### config.mk
export PLATFORM = sky130hd
export DESIGN_NAME = pwm_audio_sink_flat
export DESIGN_NICKNAME = d
export VERILOG_FILES = /design/src/rtl/pwm_audio_sink_if.sv /design/src/rtl/pwm_audio_sink.sv /design/src/flat_wrapper.sv
export SDC_FILE = /design/constraint.sdc
export NUM_CORES = 1
export LEC_CHECK = 0
export CORE_UTILIZATION = 50
export DETAILED_ROUTE_END_ITERATION = 7
export PLACE_DENSITY_LB_ADDON = 0.05
export SYNTH_ARGS = -nofsm -noshare
export SYNTH_HDL_FRONTEND = slang
export SYNTH_SLANG_ARGS = --single-unit
### constraint.sdc
create_clock -name clk -period 3 [get_ports clk]
set_input_delay 0.6 -clock clk [delete_from_list [all_inputs] [get_ports clk]]
set_output_delay 0.6 -clock clk [all_outputs]
set_load 0.01 [all_outputs]
### src/rtl/pwm_audio_sink_if.sv
// Audio sample stream: 16-bit signed PCM with a valid/ready handshake.
interface pwm_audio_sink_if;
    logic [15:0] audio_in;
    logic        audio_in_valid;
    logic        audio_in_rdy;

    // Sample source side
    modport master (
        output audio_in,
        output audio_in_valid,
        input  audio_in_rdy
    );

    // Sample sink side (the PWM player)
    modport slave (
        input  audio_in,
        input  audio_in_valid,
        output audio_in_rdy
    );
endinterface

### src/rtl/pwm_audio_sink.sv
// PWM audio sink: one-entry sample buffer, one sample per frame of REPEAT PWM
// periods, with soft duty ramps on enable/disable to avoid speaker pops.
module pwm_audio_sink #(
    parameter int unsigned PWM_BITS = 8,
    parameter int unsigned REPEAT   = 12
) (
    input  logic            clk,
    input  logic            rst,
    input  logic            enable,
    pwm_audio_sink_if.slave audio,
    output logic            pwm_out,
    output logic            underrun,
    output logic            active
);

    localparam int unsigned REP_W = (REPEAT > 1) ? $clog2(REPEAT) : 1;
    localparam logic [PWM_BITS-1:0] CNT_MAX      = '1;
    localparam logic [PWM_BITS-1:0] DUTY_MID     = PWM_BITS'(2 ** (PWM_BITS - 1));
    localparam logic [PWM_BITS-1:0] DUTY_PRE_MID = PWM_BITS'(2 ** (PWM_BITS - 1) - 1);
    localparam logic [REP_W-1:0]    REP_LAST     = REP_W'(REPEAT - 1);

    typedef enum logic [1:0] {
        IDLE      = 2'd0,
        RAMP_UP   = 2'd1,
        RUN       = 2'd2,
        RAMP_DOWN = 2'd3
    } state_t;

    state_t              r_state;
    state_t              w_state_next;
    logic [PWM_BITS-1:0] r_cnt;
    logic [REP_W-1:0]    r_rep;
    logic [PWM_BITS-1:0] r_duty;
    logic [PWM_BITS-1:0] w_duty_next;
    logic [PWM_BITS-1:0] r_buf;
    logic [PWM_BITS-1:0] w_buf_next;
    logic                r_buf_full;
    logic                w_buf_full_next;
    logic                r_pwm;
    logic                r_underrun;
    logic                w_underrun_next;
    logic                r_active;

    logic                w_wrap;
    logic                w_frame;
    logic                w_rdy;
    logic                w_xfer;
    logic [PWM_BITS-1:0] w_conv;

    assign w_wrap  = (r_cnt == CNT_MAX);
    assign w_frame = w_wrap && (r_rep == REP_LAST);
    assign w_rdy   = (r_state == RUN) && !r_buf_full;
    assign w_xfer  = audio.audio_in_valid && w_rdy;
    // Top bits of the signed sample with the sign flipped -> offset-binary duty
    assign w_conv  = audio.audio_in[15 -: PWM_BITS] ^ DUTY_MID;

    assign audio.audio_in_rdy = w_rdy;
    assign pwm_out            = r_pwm;
    assign underrun           = r_underrun;
    assign active             = r_active;

    // Free-running PWM period counter and period-within-frame counter
    always_ff @(posedge clk or posedge rst) begin
        if (rst) begin
            r_cnt <= '0;
            r_rep <= '0;
        end else begin
            r_cnt <= r_cnt + 1'b1;
            if (w_wrap) begin
                r_rep <= (r_rep == REP_LAST) ? '0 : r_rep + 1'b1;
            end
        end
    end

    // State, duty, sample buffer and registered outputs
    always_ff @(posedge clk or posedge rst) begin
        if (rst) begin
            r_state    <= IDLE;
            r_duty     <= '0;
            r_buf      <= '0;
            r_buf_full <= 1'b0;
            r_pwm      <= 1'b0;
            r_underrun <= 1'b0;
            r_active   <= 1'b0;
        end else begin
            r_state    <= w_state_next;
            r_duty     <= w_duty_next;
            r_buf      <= w_buf_next;
            r_buf_full <= w_buf_full_next;
            r_pwm      <= (r_cnt < r_duty);
            r_underrun <= w_underrun_next;
            r_active   <= (w_state_next != IDLE);
        end
    end

    // Next-state logic: ramps step on period wraps, samples load on frames
    always_comb begin
        w_state_next    = r_state;
        w_duty_next     = r_duty;
        w_buf_next      = r_buf;
        w_buf_full_next = r_buf_full;
        w_underrun_next = 1'b0;

        if (w_xfer) begin
            w_buf_next      = w_conv;
            w_buf_full_next = 1'b1;
        end

        case (r_state)
            IDLE: begin
                w_duty_next = '0;
                if (enable) begin
                    w_state_next = RAMP_UP;
                end
            end
            RAMP_UP: begin
                if (!enable) begin
                    w_state_next = RAMP_DOWN;
                end else if (w_wrap) begin
                    // Re-entry from a ramp-down that started above midscale: just resume
                    if (r_duty >= DUTY_MID) begin
                        w_state_next = RUN;
                    end else begin
                        w_duty_next = r_duty + 1'b1;
                        if (r_duty == DUTY_PRE_MID) begin
                            w_state_next = RUN;
                        end
                    end
                end
            end
            RUN: begin
                if (!enable) begin
                    w_state_next    = RAMP_DOWN;
                    w_buf_full_next = 1'b0;
                end else if (w_frame) begin
                    // A full buffer forces rdy low, so this never races a transfer
                    if (r_buf_full) begin
                        w_duty_next     = r_buf;
                        w_buf_full_next = 1'b0;
                    end else begin
                        w_underrun_next = 1'b1;
                    end
                end
            end
            RAMP_DOWN: begin
                if (enable) begin
                    w_state_next = RAMP_UP;
                end else if (r_duty == '0) begin
                    w_state_next = IDLE;
                end else if (w_wrap) begin
                    w_duty_next = r_duty - 1'b1;
                end
            end
            default: begin
                w_state_next = IDLE;
            end
        endcase
    end

endmodule

### src/flat_wrapper.sv
// flat-port wrapper written by rule: the top's interface ports become plain ports
module pwm_audio_sink_flat 
#(
    parameter int unsigned PWM_BITS = 8,
    parameter int unsigned REPEAT   = 12
)
  (clk, rst, enable, pwm_out, underrun, active, audio_audio_in, audio_audio_in_valid, audio_audio_in_rdy);
  pwm_audio_sink_if audio_i ();
  input  logic clk;
  input  logic rst;
  input  logic enable;
  output logic pwm_out;
  output logic underrun;
  output logic active;
  input wire logic [$bits(audio_i.audio_in)-1:0] audio_audio_in;
  input wire logic [$bits(audio_i.audio_in_valid)-1:0] audio_audio_in_valid;
  output wire logic [$bits(audio_i.audio_in_rdy)-1:0] audio_audio_in_rdy;
  assign audio_i.audio_in = audio_audio_in;
  assign audio_i.audio_in_valid = audio_audio_in_valid;
  assign audio_audio_in_rdy = audio_i.audio_in_rdy;
  pwm_audio_sink #(.PWM_BITS(PWM_BITS), .REPEAT(REPEAT)) u_core (.clk(clk), .rst(rst), .enable(enable), .audio(audio_i), .pwm_out(pwm_out), .underrun(underrun), .active(active));
endmodule
==> out/results.tsv, run 1 <==
metric	value	unit
first-pass iteration count of the detailed router	4	
final core utilization	0.612	
CTS Buffer Depth	2	
aggregate routed wire length	4020	microns
synthesized area	1990	sq um
core area	3740	sq um
total CTS buffers	5	
Tot GR Track Use	0.221	
crit path time final	2.53	ns
slack of the worst reg-to-reg path	0.47	ns
Synth Instances	212	
most used flip-flop cell after synthesis	dfrtp_1	
die area	4240	sq um
post-route setup slack	0.466	ns
hold crit path type	reg2reg	
synthesized area per cell	9.39	sq um
Worst-path clk slew	0.07	ns
power share of the combinational group	0.434	
most numerous cell in the Yosys netlist	dfrtp_1	
grt total ovfl	0	
H-tree depth	2	
initial DRC count	87	
register area	851	sq um
area of the multi-input gates	1050	sq um
global-route wire length before repair	7100	microns
initial antenna violation count	0	
Synth warnings	0	
final worst-path cycle share	0.845	
endpoint class of the critical path	flip-flop	
flops & latches, synth	34	
endpoints failing setup	0	
FMAX	395	MHz
CTS Root Cell	clkbuf_8	
post-CTS sizing	0	
leading post-synthesis cells by cell area	dfrtp_1, ha_1, mux2_2	
CP endpoint	u_core.r_duty[4]	
Crit Path Category	reg2reg	
Sum Neg Setup Slack	0	ns
final net count	262	
Sw Share	0.387	
Power Density	780	nW/um^2
async set or reset register ratio after synthesis	1.00	
switching pwr	0.691	mW
gpl congestion	0.954	
unrepaired setup endpoints after global routing	no	
drt wl/cell	14.4	microns
critical path required time	3.18	ns
Hold Vio Cnt, Final	0	
Seq/Total Area, Yosys	0.427	
Slew HR	0.672	
P_int	1.10	mW
commonest cells in the synthesized netlist	dfrtp_1, o21ai_0, nand2_1	
DIE HEIGHT	65.1	microns
pre-CTS WS	0.374	ns
vias in the first global route	1610	
Yosys cell types	44	
IO buf count	15	
ANT cells	0	
max cap viols	0	
Area growth, synth to finish	15.0	%
clock skew after layout	0.00815	ns
Hold Slack	0.489	ns
Worst-Margin Slew	0.490	ns
Die X	65.1	microns
total number of vias	1614	
Seq pwr share	0.372	
Initial Utilization	0.532	
Post-DRT Antenna Nets	0	
Top Ports	24	
Fillers	332	
Remaining DRCs	0	
maximum fanout along the worst path	12	
Max IR drop VDD	444	uV
Static Leak	1.04	nW
fraction of layout cells with a size suffix above 1	0.0996	
largest net degree at the start of global routing	35	
critical path arrival	2.71	ns
Final HPWL DP	2940	microns
Clock Latency Late Sink	0.29	ns
worst r2r src	u_core.r_state[0]	
Worst Hold Launch	u_core.r_cnt[0]	
outcome	finished clean	
# hold bufs at CTS	0	
clock network fraction of design power	0.195	
Cell Rows	22	
Synth area leader	dfrtp_1	
share of the synthesized area in the top cell type	0.427	
# clock sinks	34	
Post-synth EDFFs	0	
syn_nets	244	
setup bufs post-CTS	0	
R2R depth	10	
max-slew violations	0	
Via density	5.78	
CP startpoint	u_core.r_state[0]	
CTS tree	yes	
type of origin of the critical path	flip-flop	
Reg2Reg Capture Point	u_core.r_duty[4]	
how the worst min path moves through the flow:
stage / slack [ns] / end / depth (start not counted)
floorplan: 0.46 / u_core.r_cnt[0] / 1
global placement: 0.48 / u_core.r_cnt[0] / 1
finish: 0.49 / u_core.r_cnt[0] / 1
global route: 0.53 / u_core.r_buf[4] / 1
detailed placement: 0.49 / u_core.r_cnt[0] / 1
CTS: 0.50 / u_core.r_cnt[0] / 1
critical path, cell delays in order, from the launching register on:
cell,delay [ns]
dfrtp_1,0.38
nand2_1,0.16
inv_1,0.24
xnor2_1,0.19
ha_1,0.25
or3_1,0.37
a22oi_1,0.23
xnor2_1,0.11
o211ai_1,0.09
o21ai_0,0.11
a221o_1,0.30
per-layer routing:
layer  routed length, microns  track usage  vias to the layer above  share of wire
met4                       54       0.0870                        0          0.013
met1                     1850        0.284                      770           0.46
li1                         -            -                      793              -
met3                      202       0.0538                        9          0.050
met2                     1910        0.358                       42           0.48
met5                        0            0                        -              0
per-stage QoR:
step / cell area [sq um] / power (mW) / instances
3_3_place_gp: 2200 / 1.40 / 271
5_1_grt: 2290 / 1.93 / 279
2_1_floorplan: 1990 / 1.25 / 212
6_report: 2290 / 1.79 / 279
4_1_cts: 2290 / 1.80 / 279
3_5_place_dp: 2200 / 1.44 / 271
state kept, by name, summed over array words and instances (netlist names):
register,flops
u_core.active,1
u_core.pwm_out,1
u_core.r_buf,8
u_core.r_buf_full,1
u_core.r_cnt,8
u_core.r_duty,8
u_core.r_rep,4
u_core.r_state,2
u_core.underrun,1
cells in the final DEF, fill, tap and decap left out, types with 6 or more instances in the layout:
| master | n |
|---|---|
| dfrtp_1 | 34 |
| clkbuf_8 | 6 |
| mux2_2 | 9 |
| inv_1 | 14 |
| ha_1 | 12 |
| a21o_1 | 6 |
| clkdlybuf4s50_1 | 15 |
| o21ai_0 | 20 |
| nand2_1 | 17 |
| a21oi_1 | 8 |
| nand3_1 | 10 |
| xnor2_1 | 6 |
| nor2_1 | 12 |
| xor2_1 | 6 |
layout make-up:
| class | count | area share |
|---|---|---|
| repair buffers | 20 | 0.0820 |
| well taps | 48 | 0.0262 |
| clock buffers | 7 | 0.0377 |
| inverters | 14 | 0.0230 |
| clock inverters | 1 | 0.00219 |
| multi-input cells | 155 | 0.457 |
| flip-flops and latches | 34 | 0.372 |
kinds of logic (layout without fill, tap and decap cells):
kind of cell,after synthesis,count (layout),synth area share
compound gates,58,58,0.187
xor+xnor,12,12,0.0528
fa+ha+maj,12,12,0.0754
buf+inv,23,42,0.0465
flops,34,34,0.427
mux,10,10,0.0559
simple gates,63,63,0.155
power groups by stage:
| stage | clock, mW | sequential, mW | combinational [mW] |
|---|---|---|---|
| 6_report | 0.348 | 0.664 | 0.775 |
| 5_1_grt | 0.375 | 0.682 | 0.874 |
| 4_1_cts | 0.359 | 0.663 | 0.775 |
| 3_5_place_dp | 0 | 0.671 | 0.768 |
| 3_3_place_gp | 0 | 0.663 | 0.737 |
| 2_1_floorplan | 0 | 0.632 | 0.619 |
No activity file was read; power rests on OpenSTA's default activity.
==> inputs of run 2 (changes only) <==
clock period = 2.1 ns   (was 3 ns; I/O delays follow)
==> run 2 against run 1 <==
- the run now ends with setup timing left
- fmax up 15%
- critical endpoint unchanged
- sequential share of layout area down 5.2 points
- clock-buffer cell count unchanged
==> out/results.tsv, run 2 (same netlist as run 1, synthesis figures left out) <==
metric	value	unit
Static Leak	1.22	nW
Largest regs	u_core.r_buf: 8 flops, u_core.r_cnt: 8 flops, u_core.r_duty: 8 flops	
most frequent cells in the layout	buf_4, dfrtp_1, nand2_1, o21ai_0, clkdlybuf4s50_1	
Worst Hold Launch	u_core.r_buf[4]	
Die X	65.1	microns
CTS Buffer Depth	2	
vias in the first global route	1843	
Top Ports	24	
clock skew after layout	0.00698	ns
Post-DRT Antenna Nets	0	
largest net degree at the start of global routing	35	
register area	851	sq um
total number of vias	1792	
CTS tree	yes	
Max IR drop VDD	692	uV
Crit Path Category	reg2reg	
hold crit path type	reg2reg	
violated checks	setup timing	
H-tree depth	2	
critical path arrival	2.38	ns
max cap viols	0	
area of the multi-input gates	1140	sq um
final net count	295	
critical path required time	2.27	ns
Clock Latency Late Sink	0.29	ns
first-pass iteration count of the detailed router	4	
initial DRC count	54	
DIE HEIGHT	65.1	microns
die area	4240	sq um
Via density	5.74	
Final Cell Area	2660	sq um
total CTS buffers	5	
fraction of layout cells with a size suffix above 1	0.273	
ANT cells	0	
CTS Root Cell	clkbuf_8	
Area growth, synth to finish	33.8	%
slack of the worst reg-to-reg path	-0.11	ns
endpoints failing setup	4	
max-slew violations	0	
Tot GR Track Use	0.256	
crit path time final	2.21	ns
Final HPWL DP	3490	microns
Fillers	291	
unrepaired setup endpoints after global routing	yes	
initial antenna violation count	0	
Hold Vio Cnt, Final	0	
endpoint class of the critical path	flip-flop	
Power Density	1180	nW/um^2
R2R depth	6	
gpl congestion	0.985	
core area	3740	sq um
Worst-path clk slew	0.07	ns
hold depth	1	
drt wl/cell	15.2	microns
placed cell area	2430	sq um
FMAX	453	MHz
Slew HR	0.592	
Reg2Reg Capture Point	u_core.r_duty[4]	
IO buf count	15	
post-route setup slack	-0.108	ns
Remaining DRCs	0	
type of origin of the critical path	flip-flop	
grt total ovfl	0	
final core utilization	0.712	
global-route wire length before repair	8160	microns
Initial Utilization	0.532	
worst r2r src	u_core.r_duty[0]	
Worst-Margin Slew	0.610	ns
Cell Rows	22	
outcome	complete, but fails checks	
final worst-path cycle share	1.05	
maximum fanout along the worst path	4	
# clock sinks	34	
aggregate routed wire length	4750	microns
hold endpoint	u_core.r_buf[4]	
-- run 2: cell types whose count changed in the layout (fill, tap and decap cells not counted), sizes merged --
| cell | previous run | this run |
|---|---|---|
| clkdlybuf4s50 | 15 | 14 |
| buf | 5 | 38 |
| clkinv | 1 | 0 |
| dlygate4sd2 | 0 | 1 |
| bufinv | 0 | 1 |
-- run 2: routing by layer --
layer  wire (microns)  part of all wire  track usage  vias to the layer above
met5                0                 0            0                        -
met4              153             0.032        0.136                        0
met3              143             0.030       0.0434                       18
met2             2420              0.51        0.451                       39
met1             2030              0.43        0.297                      875
li1                 -                 -            -                      860
-- run 2: report_power, final --
group	switching, mW	internal [mW]	total (mW)
Clock	0.231	0.355	0.586
Sequential	0.0902	0.809	0.899
Combinational	0.836	0.812	1.65
-- run 2: final cells by class --
type / count / area share
Timing Repair Buffer: 53 / 0.169
Inverter: 14 / 0.0197
Tap cell: 48 / 0.0225
Clock buffer: 7 / 0.0287
Sequential cell: 34 / 0.319
Clock inverter: 1 / 0.0113
Multi-Input combinational cell: 155 / 0.430
-- run 2: critical path: stages (launching register included) --
cell and delay (ns):
dfrtp_1 0.39, or4_4 0.52, o311a_1 0.30, o21a_2 0.24, or2_4 0.24, and3_1 0.15, a221o_1 0.25
-- run 2: stage by stage --
step                worst slack (ns)  hold slack (ns)  total power, mW  setup TNS [ns]  std cells
CTS                           -0.103            0.511             3.04          -0.253        309
global route                  -0.165            0.528             3.35          -0.508        312
finish                        -0.108            0.512             3.13          -0.255        312
floorplan                     -0.173            0.455             1.87          -0.191        212
detailed placement            -0.178            0.498             2.37          -0.948        298
global placement              -0.143            0.485             2.30          -0.672        298
-- run 2: how the worst max path moves through the flow --
stage,startpoint,endpoint,slack (ns),cells past startpoint
2_1_floorplan,u_core.r_duty[0],u_core.r_duty[4],-0.17,7
3_3_place_gp,enable,u_core.r_duty[4],-0.14,7
3_5_place_dp,enable,u_core.r_duty[4],-0.18,7
4_1_cts,u_core.r_duty[6],u_core.r_duty[4],-0.10,6
5_1_grt,u_core.r_duty[6],u_core.r_duty[4],-0.17,6
6_report,u_core.r_duty[0],u_core.r_duty[4],-0.11,6
-- run 2: repair_timing --
action	CTS	global route
hold buffers	0	0
pin swaps	5	4
endpoints found under the setup margin	9	8
setup buffers	3	3
hold endpoints to repair	0	0
gates resized for setup	9	14
